$ cat config.mk
export PLATFORM = sky130hd
export DESIGN_NAME = score_keeper
export DESIGN_NICKNAME = d
export VERILOG_FILES = /design/src/rtl/game_pkg.sv /design/src/rtl/bcd_add4.sv /design/src/rtl/score_keeper.sv
export SDC_FILE = /design/constraint.sdc
export NUM_CORES = 1
export LEC_CHECK = 0
export CAP_MARGIN = 20
export CORE_UTILIZATION = 56
export CTS_CLUSTER_SIZE = 40
export DETAILED_ROUTE_END_ITERATION = 8
export HOLD_SLACK_MARGIN = 0.02
export PLACE_DENSITY = 0.92
export SLEW_MARGIN = 10
export SYNTH_ARGS = -nofsm -noshare
export SYNTH_HDL_FRONTEND = slang
export SYNTH_SLANG_ARGS = --single-unit
$ cat constraint.sdc
create_clock -name clk -period 12.6 [get_ports clk]
set_clock_uncertainty 0.1 [all_clocks]
set_input_delay 3.15 -clock clk [delete_from_list [all_inputs] [get_ports clk]]
set_output_delay 3.15 -clock clk [all_outputs]
set_load 0.005 [all_outputs]
$ cat src/rtl/game_pkg.sv
// Shared game definitions: FSM state encoding, BCD limits and small helpers
// used by the score keeper, display multiplexer and screen printer.
package game_pkg;

    typedef enum logic [1:0] {
        ST_IDLE    = 2'd0,
        ST_PLAYING = 2'd1,
        ST_DEAD    = 2'd2
    } game_state_t;

    localparam logic [15:0] BCD_MAX = 16'h9999;

    // Two BCD digits to binary (0..99).
    function automatic logic [6:0] bcd2_to_bin(input logic [7:0] bcd);
        return 7'(bcd[7:4]) * 7'd10 + 7'(bcd[3:0]);
    endfunction

    // Number of set bits in a 3-bit vector (0..3).
    function automatic logic [1:0] popcount3(input logic [2:0] v);
        return {1'b0, v[0]} + {1'b0, v[1]} + {1'b0, v[2]};
    endfunction

endpackage

$ cat src/rtl/bcd_add4.sv
// Four-digit packed-BCD adder with a small (0..3) increment. A carry out of the
// thousands digit saturates the result at 9999 instead of wrapping.
module bcd_add4
    import game_pkg::*;
(
    input  logic [15:0] a,
    input  logic [1:0]  inc,
    output logic [15:0] sum
);

    logic [15:0] sum_raw;
    logic [4:0]  digit_sum;
    logic [1:0]  carry;

    // Ripple the increment through the digits, wrapping each digit at ten.
    always_comb begin
        sum_raw   = '0;
        digit_sum = '0;
        carry     = inc;
        for (int i = 0; i < 4; i++) begin
            digit_sum = {1'b0, a[4*i +: 4]} + {3'b000, carry};
            if (digit_sum >= 5'd10) begin
                sum_raw[4*i +: 4] = 4'(digit_sum - 5'd10);
                carry             = 2'd1;
            end else begin
                sum_raw[4*i +: 4] = digit_sum[3:0];
                carry             = 2'd0;
            end
        end
        sum = (carry != 2'd0) ? BCD_MAX : sum_raw;
    end

endmodule

$ cat src/rtl/score_keeper.sv
// Game state and scoring: tracks IDLE/PLAYING/DEAD, accumulates the BCD score
// from wave pass pulses, keeps the best score and derives the wave speed divisor.
module score_keeper
    import game_pkg::*;
#(
    parameter logic [25:0] SPEED_BASE = 26'd2_500_000,
    parameter logic [25:0] SPEED_STEP = 26'd100_000,
    parameter logic [25:0] SPEED_MIN  = 26'd500_000
) (
    input  logic        clk,
    input  logic        rst,
    input  logic        btns,
    input  logic [2:0]  wave_pass,
    input  logic [2:0]  death,
    output logic [15:0] current_score,
    output logic [15:0] high_score,
    output logic        playing,
    output logic        dead,
    output logic        new_high,
    output logic [25:0] speed_ctrl
);

    game_state_t state_q, state_d;
    logic [15:0] score_q, score_d;
    logic [15:0] high_q, high_d;
    logic        new_high_q, new_high_d;
    logic [25:0] speed_q, speed_d;
    logic        btns_q;
    logic        armed_q;
    logic        start_pulse;

    logic [1:0]  inc;
    logic [15:0] score_inc;
    logic [6:0]  hundreds;
    logic [25:0] speed_drop;
    logic [25:0] speed_target;

    // A button held through reset must be released once before it can start a
    // game, otherwise the edge detector would fire as soon as reset drops.
    assign start_pulse = btns & ~btns_q & armed_q;

    assign inc = popcount3(wave_pass);

    bcd_add4 u_bcd_add4 (
        .a   (score_q),
        .inc (inc),
        .sum (score_inc)
    );

    // Speed divisor target from the hundreds of the current score, floored.
    always_comb begin
        hundreds     = bcd2_to_bin(score_q[15:8]);
        speed_drop   = 26'(hundreds) * SPEED_STEP;
        speed_target = (speed_drop >= SPEED_BASE - SPEED_MIN) ? SPEED_MIN
                                                              : SPEED_BASE - speed_drop;
    end

    // Next-state, scoring and high-score update.
    always_comb begin
        state_d    = state_q;
        score_d    = score_q;
        high_d     = high_q;
        new_high_d = new_high_q;
        speed_d    = speed_target;
        unique case (state_q)
            ST_IDLE, ST_DEAD: begin
                if (start_pulse) begin
                    state_d    = ST_PLAYING;
                    score_d    = '0;
                    new_high_d = 1'b0;
                    speed_d    = SPEED_BASE;
                end
            end
            ST_PLAYING: begin
                // Death wins over a same-cycle pass: no increment.
                if (|death) begin
                    state_d = ST_DEAD;
                    if (score_q > high_q) begin
                        high_d     = score_q;
                        new_high_d = 1'b1;
                    end
                end else begin
                    score_d = score_inc;
                end
            end
            default: state_d = ST_IDLE;
        endcase
    end

    // State and datapath registers with synchronous reset.
    always_ff @(posedge clk) begin
        if (rst) begin
            state_q    <= ST_IDLE;
            score_q    <= '0;
            high_q     <= '0;
            new_high_q <= 1'b0;
            speed_q    <= SPEED_BASE;
            btns_q     <= 1'b0;
            armed_q    <= ~btns;
        end else begin
            state_q    <= state_d;
            score_q    <= score_d;
            high_q     <= high_d;
            new_high_q <= new_high_d;
            speed_q    <= speed_d;
            btns_q     <= btns;
            armed_q    <= armed_q | ~btns;
        end
    end

    assign current_score = score_q;
    assign high_score    = high_q;
    assign new_high      = new_high_q;
    assign speed_ctrl    = speed_q;
    assign playing       = (state_q == ST_PLAYING);
    assign dead          = (state_q == ST_DEAD);

endmodule
==> flow_summary.toml, run 1 <==
[clock_tree]
cts_buffers = 9
path_clk_slew_ns = 0.07
cts.hold.buffers_added = 0
cts_max_level = 3
clk_latency_ns = 0.34
cts_resized = 0
cts_tree = "yes"
cts_setup_buffers = 0
clk_path_buf_depth = 2
clkSinkCount = 57
clock-root-buffer = "clkbuf_8"

[worst_setup_path]
slowest_stage = "a211oi_1"
slowest_delay_ns = 0.84
cpMostUsedCell = "ha_1"
worst-path-max-fanout = 9
worstPathRequired_ns = 12.71
start_kind = "input pin"
endpoint_kind = "flip-flop"
crit_type = "in2reg"
critPathArrivalTime_ns = 11.58

[synth]
yosysSeqAreaShare_pct = 23.1
synth_edf_count = 0
netlist.area_leader.share_pct = 23.1
synth_area_leaders = "dfxtp_1 23%, ha_1 21%, xnor2_1 5.1%, fa_1 4.5%, a21oi_1 4.1%"
ys_seq_elements = 57
netlist_area_um2 = 4950
synth_cells = 573
syn_area_per_cell_um2 = 8.63
ys_warn_count = 0
synth_area_leader_cell = "dfxtp_1"
yosysUniqueCellTypes = 62
synthFlopType = "dfxtp_1"
synthArstFlopShare_pct = 0

[job]
cap_viol_max_count = 0

[grt]
antenna_found_initial = 0
grt_max_degree = 37
grt_overflow = 0
grt_pass1_wl_um = 20200
grt_pass1_vias = 4422
grt_use_total_pct = 28.1

[cells_and_area]
area_growth_pct = 18.5
fin_nets = 730
stdcell_count = 736
drive_gt1_share_pct = 5.07
layout_common_cells = "84 x ha_1, 64 x clkdlybuf4s50_1, 57 x dfxtp_1"
postLayoutCellArea_um2 = 5860
n_antenna_cell = 0
mostFrequentLayoutCell = "ha_1"

[route]
drt_first_pass_iters = 5
drc = 0
drt_wl_total_um = 12700
drt-initial-drc-count = 417
vias = 4559
avgViaCountPerCell = 6.19
wl_per_cell_um = 17.2
ant_nets = 0

[power]
powerDensity_nw_per_um2 = 73.1
ir_drop_uv = 55.6
p_leak_nw = 2.66

[timing]
fmax_mhz = 87.2
fin_crit_ns = 11.47
post-route-period-util_pct = 91.0
worst_pin_slew_ns = 1.13
whs_ns = 0.372
drv_slew = 0
setup_tns_ns = 0
setup_violations = 0
rsz0062_at_grt = "false"
slew_headroom_pct = 24.7
final-hold-violation-count = 0

[placement]
gp_congestion = 0.917
numPortBuffers = 64
place_area_um2 = 5610
place_inst = 719
hpwl_um = 9390

[floorplanning]
num_io_pins = 70
die_w_um = 96.0
fp.dieArea_um2 = 9210
chipHeight_um = 96.0
start_util_pct = 59.0
core_um2 = 8380
rows = 33

[worst_hold_path]
worstHoldPathType = "reg2reg"

[outcome]
outcome = "complete, no violations"
sequential cells by signal (all words and copies together), names as in the netlist:
register / count
new_high: 1
btns_q: 1
armed_q: 1
state_q: 2
high_score: 16
speed_ctrl: 20
current_score: 16
where the power goes:
group | total [W] | internal (W) | switching, W
Clock | 0.000212 | 0.000137 | 0.0000756
Sequential | 0.000183 | 0.000182 | 0.00000111
Combinational | 0.0000329 | 0.0000134 | 0.0000195
Total | 0.000428 | 0.000332 | 0.0000962
through the flow:
step                      utilization (%)  power, W  setup WS [ns]
after floorplan                         -  0.000208           2.55
after global placement               66.9  0.000217           1.65
after detailed placement             66.9  0.000219           1.08
after CTS                            69.8  0.000429           1.33
after global routing                 69.9  0.000441          0.455
final                                69.9  0.000428           1.13
path summary, 6_finish.rpt:
check / endpoint / slack (ns) / cells after the start / start
setup / recovery: current_score[10] / 1.13 / 37 / wave_pass[0]
hold / removal: armed_q / 0.37 / 2 / armed_q
setup reg to reg: current_score[10] / 4.02 / 36 / current_score[0]
hold reg to reg: armed_q / 0.37 / 2 / armed_q
layout make-up:
cell class	count	area, µm²
multi-input combinational	439	3490
inverter	52	195
clock buffer	11	141
timing repair buffer	67	663
fill	598	2520
tap	105	131
sequential	57	1140
clock inverter	5	103
Yosys cell counts (2+ instances only):
master and number:
ha_1 84, a22oi_1 6, o2111ai_1 16, nand2b_1 6, a31oi_1 4, o211ai_1 3, dfxtp_1 57, inv_1 51
nor2_1 34, xnor2_1 29, nor3_1 13, a21oi_1 41, a21o_1 11, and3_1 4, buf_4 6, xor2_1 15
mux2_2 3, clkbuf_1 23, nand4_1 6, o21bai_1 4, o31ai_1 17, nand3_1 17, nand3b_1 2, and2_1 4
a31o_2 2, o21ai_0 23, o21a_1 12, nand2_1 26, nor2b_1 9, a41oi_1 2, fa_1 11, or2_2 2
per-layer routing:
metal  wire length, µm  global-route usage (%)  vias up
li1                  -                       -     2144
met1              5410                    35.9     2135
met2              5940                    47.0      232
met3               914                    4.50       48
met4               401                    11.6        0
met5                 0                       0        -
worst max-delay path, delay by kind of cell:
family	cells	cell delay [ns]
fa+ha+maj	12	3.54
xor+xnor	3	0.62
buf+inv	4	0.64
simple gates	4	0.70
compound gates	14	2.94
cells by family after synthesis:
kind of cell / count (synthesis) / synth area share [%]
XOR/XNOR: 44 / 7.79
AND/OR/NAND/NOR: 129 / 13.2
other: 1 / 0.0758
adder cells (fa/ha/maj): 95 / 25.7
multiplexers: 4 / 0.885
flip-flops: 57 / 23.1
AO/OA/AOI/OAI: 159 / 22.3
buffers and inverters: 84 / 7.01
Power figures use the tool's default switching activity.
==> run 2: changes to the inputs <==
Settings changed: SLEW_MARGIN 10 to 20.
==> flow_summary.toml, run 2 (synthesized netlist as in run 1, its figures left out) <==
[worst_setup_path]
worst-path-max-fanout = 9
start_kind = "input pin"
worstPathRequired_ns = 12.72
slowest_stage = "a211oi_1"
cpMostUsedCell = "ha_1"
critPathArrivalTime_ns = 11.60
r2r_slack_ns = 4.00
slowest_delay_ns = 0.82
crit_type = "in2reg"
endpoint_kind = "flip-flop"

[timing]
post-route-period-util_pct = 91.1
setup_violations = 0
whs_ns = 0.372
worst_pin_slew_ns = 1.14
fmax_mhz = 87.1
final-hold-violation-count = 0
rsz0062_at_grt = "false"
fin_ws_ns = 1.12
setup_tns_ns = 0
fin_crit_ns = 11.48
drv_slew = 0
slew_headroom_pct = 23.5

[route]
drt_wl_total_um = 12700
ant_nets = 0
drt_first_pass_iters = 5
vias = 4595
drt-initial-drc-count = 413
avgViaCountPerCell = 6.25
drc = 0
wl_per_cell_um = 17.3

[clock_tree]
cts_setup_buffers = 0
clock-root-buffer = "clkbuf_8"
cts.hold.buffers_added = 0
clkSinkCount = 57
cts_tree = "yes"
clk_path_buf_depth = 2
path_clk_slew_ns = 0.07
cts_buffers = 9
cts_max_level = 3
clk_latency_ns = 0.35
cts_resized = 0

[cells_and_area]
postLayoutCellArea_um2 = 5860
layout_common_cells = "84 x ha_1, 64 x clkdlybuf4s50_1, 57 x dfxtp_1"
mostFrequentLayoutCell = "ha_1"
largest_reg_flops = 20
n_antenna_cell = 0
fin_nets = 729
area_growth_pct = 18.4
drive_gt1_share_pct = 5.08

[floorplanning]
rows = 33
chipHeight_um = 96.0
die_w_um = 96.0
fp.dieArea_um2 = 9210
core_um2 = 8380
start_util_pct = 59.0
num_io_pins = 70

[grt]
antenna_found_initial = 0
grt_max_degree = 37
grt_pass1_vias = 4422
grt_use_total_pct = 28.1
grt_overflow = 0
grt_pass1_wl_um = 20200

[power]
power_frac_clock_pct = 49.9
ir_drop_uv = 56.0
p_sw_share_pct = 23.0
p_comb_share_pct = 7.6
p_int_w = 0.000332
powerDensity_nw_per_um2 = 73.5
power_w = 0.000431
p_leak_nw = 2.66
power_frac_seq_pct = 42.5
p_switching_w = 0.0000989

[placement]
place_ws_ns = 1.08
gp_congestion = 0.917
hpwl_um = 9390
place_area_um2 = 5610
numPortBuffers = 64

[job]
cap_viol_max_count = 0

[outcome]
outcome = "complete, no violations"

[worst_hold_path]
worstHoldPathType = "reg2reg"
run 2: cell types whose count changed in the layout (fill, tap and decap cells not counted), sizes merged:
cell,change
buf,-1
run 2: stage by stage:
| step | utilization (%) | instances |
|---|---|---|
| floorplan | - | 580 |
| global placement | 66.9 | 719 |
| detailed placement | 66.9 | 719 |
| CTS | 69.8 | 735 |
| global route | 69.9 | 735 |
| finish | 69.9 | 735 |
run 2: cell type report:
| type | instances | area [µm²] |
|---|---|---|
| multi-input combinational | 439 | 3490 |
| fill | 598 | 2520 |
| sequential | 57 | 1140 |
| timing repair buffer | 66 | 656 |
| inverter | 52 | 195 |
| clock buffer | 11 | 141 |
| tap | 105 | 131 |
| clock inverter | 5 | 103 |
run 2: path summary, 6_finish.rpt:
path	from	end	depth (start not counted)
min	new_high	new_high	1
max	wave_pass[0]	current_score[10]	38
min reg2reg	new_high	new_high	1
max reg2reg	current_score[0]	current_score[10]	37
run 2: worst max-delay path: cells and delay by family:
family | cells | cell delay [ns]
AOI/OAI and AO/OA | 15 | 2.86
xor gates and xnor gates | 3 | 0.69
adders and majority gates | 12 | 3.53
buffers and inverters | 4 | 0.64
and+or+nand+nor | 4 | 0.71
run 2: per-layer routing:
metal / GRT usage (%) / part of all wire [%] / up-vias
li1: - / - / 2139
met1: 35.9 / 43 / 2159
met2: 47.0 / 46 / 246
met3: 4.50 / 7.0 / 51
met4: 11.6 / 3.4 / 0
met5: 0 / 0 / -
run 2: power groups by stage:
| stage | clock network, W | registers [W] | logic, W |
|---|---|---|---|
| after floorplan | 0 | 0.000187 | 0.0000211 |
| after global placement | 0 | 0.000187 | 0.0000301 |
| after detailed placement | 0 | 0.000187 | 0.0000313 |
| after CTS | 0.000214 | 0.000183 | 0.0000318 |
| after global routing | 0.000223 | 0.000183 | 0.0000354 |
| final | 0.000215 | 0.000183 | 0.0000329 |
